<file path="src/rtl/vga_pkg.sv">
// vga_pkg: default 640x480@60 Hz timing constants, helpers that derive
// totals and sync-window bounds from a timing set, and the coordinate type.
package vga_pkg;

  localparam int COORD_W = 10;
  typedef logic [COORD_W-1:0] coord_t;

  localparam int DEF_CLK_DIV  = 2;
  localparam int DEF_H_ACTIVE = 640;
  localparam int DEF_H_FP     = 16;
  localparam int DEF_H_SYNC   = 96;
  localparam int DEF_H_BP     = 48;
  localparam int DEF_V_ACTIVE = 480;
  localparam int DEF_V_FP     = 10;
  localparam int DEF_V_SYNC   = 2;
  localparam int DEF_V_BP     = 33;
  localparam int DEF_PIPE_DLY = 0;

  // Total pixels per line / lines per frame.
  function automatic int timing_total(input int active, input int fp,
                                      input int sw, input int bp);
    return active + fp + sw + bp;
  endfunction

  // First count inside the sync pulse.
  function automatic int sync_lo(input int active, input int fp);
    return active + fp;
  endfunction

  // First count after the sync pulse.
  function automatic int sync_hi(input int active, input int fp, input int sw);
    return active + fp + sw;
  endfunction

endpackage

</file>
<file path="src/rtl/vga_sync_delay.sv">
// vga_sync_delay: PIPE_DLY-deep shift register for {hsync, vsync, blank_b},
// advanced only on pixel ticks so the lag is counted in pixels. Stages reset
// to the inactive pattern (hsync=1, vsync=1, blank_b=0).
// Ports:
//   clk, rst_n : system clock, async active-low reset
//   i_en       : pixel tick, shift enable
//   i_sync     : {hsync, vsync, blank_b} undelayed
//   o_sync     : {hsync, vsync, blank_b} delayed by PIPE_DLY ticks
module vga_sync_delay #(
  parameter int PIPE_DLY = 0
) (
  input  logic       clk,
  input  logic       rst_n,
  input  logic       i_en,
  input  logic [2:0] i_sync,
  output logic [2:0] o_sync
);

  localparam logic [2:0] SYNC_IDLE = 3'b110;

  generate
    if (PIPE_DLY == 0) begin : g_bypass
      logic w_unused;
      assign w_unused = &{1'b0, clk, rst_n, i_en};
      assign o_sync   = i_sync;
    end else begin : g_dly
      logic [2:0] r_stage [PIPE_DLY];

      always_ff @(posedge clk or negedge rst_n) begin
        if (!rst_n) begin
          for (int i = 0; i < PIPE_DLY; i++) r_stage[i] <= SYNC_IDLE;
        end else if (i_en) begin
          r_stage[0] <= i_sync;
          for (int i = 1; i < PIPE_DLY; i++) r_stage[i] <= r_stage[i-1];
        end
      end

      assign o_sync = r_stage[PIPE_DLY-1];
    end
  endgenerate

endmodule

</file>
<file path="src/rtl/vga_timing_gen.sv">
// vga_timing_gen: VGA raster timing from the system clock.
// A divider produces one pixel tick every CLK_DIV clocks; on each tick the
// h/v counters advance and the registered outputs load the decode of the
// count being entered, so x/y and the undelayed syncs always agree.
// Ports:
//   clk, rst_n    : system clock, async active-low reset
//   vga_clk       : pixel clock, rising edge mid-pixel
//   hsync, vsync  : active-low syncs (delayed PIPE_DLY ticks)
//   sync_b        : composite sync, tied low
//   blank_b       : 1 in visible region (delayed PIPE_DLY ticks)
//   x, y          : current pixel column / row
//   line_start    : one-clk pulse when x becomes 0
//   frame_start   : one-clk pulse when (x,y) becomes (0,0)
module vga_timing_gen
  import vga_pkg::*;
#(
  parameter int CLK_DIV  = DEF_CLK_DIV,
  parameter int H_ACTIVE = DEF_H_ACTIVE,
  parameter int H_FP     = DEF_H_FP,
  parameter int H_SYNC   = DEF_H_SYNC,
  parameter int H_BP     = DEF_H_BP,
  parameter int V_ACTIVE = DEF_V_ACTIVE,
  parameter int V_FP     = DEF_V_FP,
  parameter int V_SYNC   = DEF_V_SYNC,
  parameter int V_BP     = DEF_V_BP,
  parameter int PIPE_DLY = DEF_PIPE_DLY
) (
  input  logic               clk,
  input  logic               rst_n,
  output logic               vga_clk,
  output logic               hsync,
  output logic               vsync,
  output logic               sync_b,
  output logic               blank_b,
  output logic [COORD_W-1:0] x,
  output logic [COORD_W-1:0] y,
  output logic               line_start,
  output logic               frame_start
);

  localparam int DIV_W = $clog2(CLK_DIV);
  localparam logic [DIV_W-1:0] DIV_MAX  = DIV_W'(CLK_DIV - 1);
  localparam logic [DIV_W-1:0] DIV_HALF = DIV_W'(CLK_DIV / 2);

  localparam coord_t H_MAX   = coord_t'(timing_total(H_ACTIVE, H_FP, H_SYNC, H_BP) - 1);
  localparam coord_t V_MAX   = coord_t'(timing_total(V_ACTIVE, V_FP, V_SYNC, V_BP) - 1);
  localparam coord_t H_ACT_C = coord_t'(H_ACTIVE);
  localparam coord_t V_ACT_C = coord_t'(V_ACTIVE);
  localparam coord_t HS_LO   = coord_t'(sync_lo(H_ACTIVE, H_FP));
  localparam coord_t HS_HI   = coord_t'(sync_hi(H_ACTIVE, H_FP, H_SYNC));
  localparam coord_t VS_LO   = coord_t'(sync_lo(V_ACTIVE, V_FP));
  localparam coord_t VS_HI   = coord_t'(sync_hi(V_ACTIVE, V_FP, V_SYNC));

  logic [DIV_W-1:0] r_div;
  logic             r_vga_clk;
  logic             r_started;
  coord_t           r_hcnt;
  coord_t           r_vcnt;
  logic             r_hsync_raw;
  logic             r_vsync_raw;
  logic             r_blank_raw;
  logic             r_line_start;
  logic             r_frame_start;

  logic [DIV_W-1:0] w_div_next;
  logic             w_tick;
  coord_t           w_hnext;
  coord_t           w_vnext;
  logic [2:0]       w_sync_dly;

  assign w_tick     = (r_div == DIV_MAX);
  assign w_div_next = w_tick ? '0 : r_div + 1'b1;

  // Before the first tick the counters sit at (0,0); that first tick presents
  // (0,0) without advancing so the frame opens with a full pixel 0.
  always_comb begin
    w_hnext = r_hcnt;
    w_vnext = r_vcnt;
    if (r_started) begin
      if (r_hcnt == H_MAX) begin
        w_hnext = '0;
        w_vnext = (r_vcnt == V_MAX) ? '0 : r_vcnt + 1'b1;
      end else begin
        w_hnext = r_hcnt + 1'b1;
      end
    end
  end

  always_ff @(posedge clk or negedge rst_n) begin
    if (!rst_n) begin
      r_div         <= '0;
      r_vga_clk     <= 1'b0;
      r_started     <= 1'b0;
      r_hcnt        <= '0;
      r_vcnt        <= '0;
      r_hsync_raw   <= 1'b1;
      r_vsync_raw   <= 1'b1;
      r_blank_raw   <= 1'b0;
      r_line_start  <= 1'b0;
      r_frame_start <= 1'b0;
    end else begin
      r_div         <= w_div_next;
      r_vga_clk     <= (w_div_next >= DIV_HALF);
      r_line_start  <= 1'b0;
      r_frame_start <= 1'b0;
      if (w_tick) begin
        r_started     <= 1'b1;
        r_hcnt        <= w_hnext;
        r_vcnt        <= w_vnext;
        r_blank_raw   <= (w_hnext < H_ACT_C) && (w_vnext < V_ACT_C);
        r_hsync_raw   <= !((w_hnext >= HS_LO) && (w_hnext < HS_HI));
        r_vsync_raw   <= !((w_vnext >= VS_LO) && (w_vnext < VS_HI));
        r_line_start  <= (w_hnext == '0);
        r_frame_start <= (w_hnext == '0) && (w_vnext == '0);
      end
    end
  end

  vga_sync_delay #(
    .PIPE_DLY (PIPE_DLY)
  ) u_sync_delay (
    .clk    (clk),
    .rst_n  (rst_n),
    .i_en   (w_tick),
    .i_sync ({r_hsync_raw, r_vsync_raw, r_blank_raw}),
    .o_sync (w_sync_dly)
  );

  assign hsync       = w_sync_dly[2];
  assign vsync       = w_sync_dly[1];
  assign blank_b     = w_sync_dly[0];
  assign sync_b      = 1'b0;
  assign vga_clk     = r_vga_clk;
  assign x           = r_hcnt;
  assign y           = r_vcnt;
  assign line_start  = r_line_start;
  assign frame_start = r_frame_start;

endmodule

</file>
<file path="config.mk">
export PLATFORM = sky130hd
export DESIGN_NAME = vga_timing_gen
export DESIGN_NICKNAME = d
export VERILOG_FILES = /design/src/rtl/vga_pkg.sv /design/src/rtl/vga_sync_delay.sv /design/src/rtl/vga_timing_gen.sv
export SDC_FILE = /design/constraint.sdc
export NUM_CORES = 1
export LEC_CHECK = 0
export CAP_MARGIN = 15
export CORE_AREA = 2 2 60 62
export CTS_BUF_LIST = sky130_fd_sc_hd__clkbuf_4
export DETAILED_ROUTE_END_ITERATION = 8
export DIE_AREA = 0 0 62 64
export MAX_ROUTING_LAYER = met4
export PLACE_DENSITY = 0.85
export SLEW_MARGIN = 20
export SYNTH_ARGS = -nofsm -noshare
export SYNTH_HDL_FRONTEND = slang
export SYNTH_SLANG_ARGS = --single-unit
</file>
<file path="constraint.sdc">
create_clock -name clk -period 3 [get_ports clk]
set_clock_uncertainty 0.1 [all_clocks]
set_input_delay 0.6 -clock clk [delete_from_list [all_inputs] [get_ports clk]]
set_output_delay 0.6 -clock clk [all_outputs]
set_load 0.02 [all_outputs]
</file>
==> impl_metrics.py <==
metrics = {
    "outcome": {
        "outcome": "complete, no violations",
    },
    "sta": {
        "finalCritPeriodShare_pct": 92.36,
        "min_period_ps": 2771,
        "setup_viol": 0,
        "grt_setup_unrepaired": "no",
        "finalHoldViolations": 0,
        "slew_viol_final": 0,
        "fmax_mhz": 360.9,
        "tns_ps": 0,
    },
    "drt": {
        "viasPerCell": 5.801,
        "first_iter_violations": 85,
        "vias": 1630,
        "drcViolationCount": 0,
        "final_antenna_net_count": 0,
        "avgRoutedWirePerCell_um": 14.28,
        "wl_um": 4014,
        "first_pass_iters": 4,
    },
    "cts": {
        "path_clk_slew_ps": 150,
        "post-cts-setup-buffers": 0,
        "htree_num_levels": 1,
        "cts_root_buf": "clkbuf_4",
        "clockBufferDepth": 2,
        "cts_sinks": 27,
        "cts_tree": "built",
        "cts_hold_buf": 0,
        "tritoncts.num_buffers": 3,
        "worst_skew_pair.late_latency_ps": 330,
    },
    "worst_setup_path": {
        "worst_r2r_endpoint": "r_vsync_raw$_DFFE_PN1P_",
        "worstSetupEndpoint": "r_vsync_raw$_DFFE_PN1P_",
        "ff2ff_setup_slack_ps": 230,
        "startpoint": "x[1]$_DFFE_PN0P_",
        "cp_max_fo": 15,
        "crit_path_start_kind": "register",
        "required_ps": 3180,
        "r2r-start": "x[1]$_DFFE_PN0P_",
        "cp-end-kind": "register",
        "timing_worst_setup_path_type": "register to register",
        "reg2reg_depth": 7,
        "cp.arrival_ps": 2950,
    },
    "final_layout": {
        "final_layout_size_suffix_gt1_share_pct": 8.936,
        "utilization_pct": 64.69,
        "instances_no_fill": 281,
        "syn2layout_area_growth_pct": 19.58,
        "stdcell_area_um2": 2125,
        "nNetsFinal": 241,
        "diodes": 0,
    },
    "placed_design": {
        "numPlacedInstances": 277,
        "placed_cell_area_um2": 2096,
        "gp_congestion": 0.8648,
        "io_buffers": 27,
        "post-dp-hpwl_um": 2962,
    },
    "yosys": {
        "synth_enable_flop_cells": 0,
        "synthCells": 210,
        "avgSynthCellArea_um2": 8.460,
        "yosysTopAreaCell": "dfrtp_1",
        "ys.flop_type": "dfrtp_1",
        "ys_seq_area_share_pct": 38.17,
        "synth.distinct_cells": 49,
        "ys_ff_latch": 27,
        "syn_area_um2": 1777,
        "synthTopCellsByArea": "dfrtp_1 35%, o21ai_0 5.6%, xnor2_1 4.9%",
        "syn-num-nets": 215,
        "yosysTopAreaCellShare_pct": 35.21,
        "async_flop_share_pct": 100.0,
        "yosys_warnings": 0,
    },
    "die": {
        "start_util_pct": 54.10,
        "ioPinCount": 29,
        "die_h_um": 64,
        "die_x_um": 62,
        "core-area_um2": 3284,
        "rows": 21,
        "dieArea_um2": 3968,
    },
    "power_and_ir_drop": {
        "clockPowerShare_pct": 30.3,
        "power_frac_seq_pct": 67.8,
        "p_sw_share_pct": 22.43,
        "peakVddDrop_mv": 0.1866,
        "p_per_area_nw_per_um2": 252.7,
        "internal-power_uw": 416.4,
        "comb_power_share_pct": 1.8,
        "p_leak_nw": 0.8461,
        "switching_power_uw": 120.4,
    },
    "grt": {
        "grt_pass1_wl_um": 6617,
        "antenna_found_initial": 0,
        "grtUsageTotal_pct": 22.71,
        "grt_max_degree": 28,
        "overflow": 0,
        "grt_pass1_vias": 1376,
    },
    "worst_hold_path": {
        "hp-class": "register to register",
        "min_from": "r_hsync_raw$_DFFE_PN1P_",
    },
    "job": {
        "cap_violations": 0,
    },
}
[Yosys cell counts, types with 2 or more instances]
cell / count
and3_1: 3
xor2_1: 2
nor2_1: 16
nor4_1: 2
clkbuf_1: 7
xnor2_1: 10
ha_1: 3
or3_1: 2
inv_1: 6
nand3_1: 8
a21o_1: 4
buf_4: 3
nor2b_1: 4
dfstp_2: 2
and2_1: 2
and4_1: 3
or4_1: 3
nand2b_1: 4
o21ai_0: 20
a31oi_1: 5
buf_2: 4
o31ai_1: 3
dfrtp_1: 25
a21oi_1: 6
nand4_1: 9
nor3_1: 11
nand2_1: 21
[repair_timing]
action / 4_1_cts / 5_1_grt
resized for setup: 0 / 1
endpoints found under the setup margin: 0 / 1
endpoints found under the hold margin: 0 / 0
[final cells by class]
| cell class | instances | area [um2] |
|---|---|---|
| Timing Repair Buffer | 35 | 330.3 |
| Inverter | 7 | 26.28 |
| Fill cell | 279 | 1160 |
| Clock buffer | 3 | 22.52 |
| Clock inverter | 1 | 5.005 |
| Sequential cell | 27 | 679.4 |
| Multi-Input combinational cell | 162 | 1003 |
| Tap cell | 46 | 57.56 |
[cells in the final DEF, fill, tap and decap left out, drive strengths merged, types with 2 or more instances in the layout]
cell and count:
clkdlybuf4s50 27, dfrtp 25, nand2 21, o21ai 21
nor2 16, nor3 12, xnor2 10, nand4 10
nand3 8, buf 8, a21oi 7, inv 6
a31oi 5, nor2b 4, nand2b 4, a21o 4
and4 3, o31ai 3, or4 3, and3 3
ha 3, clkbuf 3, nor4 3, xor2 2
and2 2, or3 2, dfstp 2, clkinv 2
[critical path, cell delays in order (launching register included)]
cell and delay [ps]:
dfrtp_1 480, ha_1 240, and4_1 330, nand4_4 270, nor3_1 250, o21ai_0 150, or4_1 530, o32a_1 370
[cells by family after synthesis]
kind of cell	Yosys count	synth area share (%)
XOR/XNOR	12	5.915
other	1	0.2111
multiplexers	1	0.5634
AO/OA/AOI/OAI	50	17.61
AND/OR/NAND/NOR	95	30.07
adder cells (fa/ha/maj)	3	2.113
buffers and inverters	21	5.352
flip-flops	27	38.17
[worst min-delay path by stage]
stage | depth (start not counted) | to | slack (ps)
2_1_floorplan | 0 | frame_start$_DFF_PN0_ | 200
3_3_place_gp | 2 | r_hsync_raw$_DFFE_PN1P_ | 380
3_5_place_dp | 2 | r_hsync_raw$_DFFE_PN1P_ | 390
4_1_cts | 2 | r_hsync_raw$_DFFE_PN1P_ | 410
5_1_grt | 2 | r_hsync_raw$_DFFE_PN1P_ | 420
6_report | 2 | r_hsync_raw$_DFFE_PN1P_ | 420
[power groups by stage]
stage / logic (mW) / clock network (mW) / registers, mW
finish: 0.00979 / 0.163 / 0.364
global route: 0.0116 / 0.181 / 0.364
CTS: 0.0104 / 0.166 / 0.364
detailed placement: 0.0104 / 0 / 0.371
global placement: 0.0102 / 0 / 0.371
floorplan: 0.00208 / 0 / 0.371
[flip-flops by register name (all words and copies together), names as in the netlist]
register and cells:
line_start 1, r_hsync_raw 1, x 10, y 10, frame_start 1, r_div 1, r_blank_raw 1, r_vsync_raw 1
r_started 1
[layer usage]
layer	global-route usage, %	share of wire (%)	wire, um	up-vias
li1	-	-	-	812
met1	32.86	46	1851	747
met2	32.42	45	1825	67
met3	1.822	6.6	263	4
met4	9.309	1.8	74	0
met5	-	0	0	-
[per-stage QoR]
step	power, mW	worst slack, ps	hold slack [ps]
after floorplan	0.3730	413.8	204.4
after global placement	0.3811	348.6	379.0
after detailed placement	0.3813	247.5	393.8
after CTS	0.5403	206.6	412.8
after global routing	0.5569	30.32	419.2
final	0.5368	229.2	418.0
Note: power is estimated with default switching activity, not from simulation.
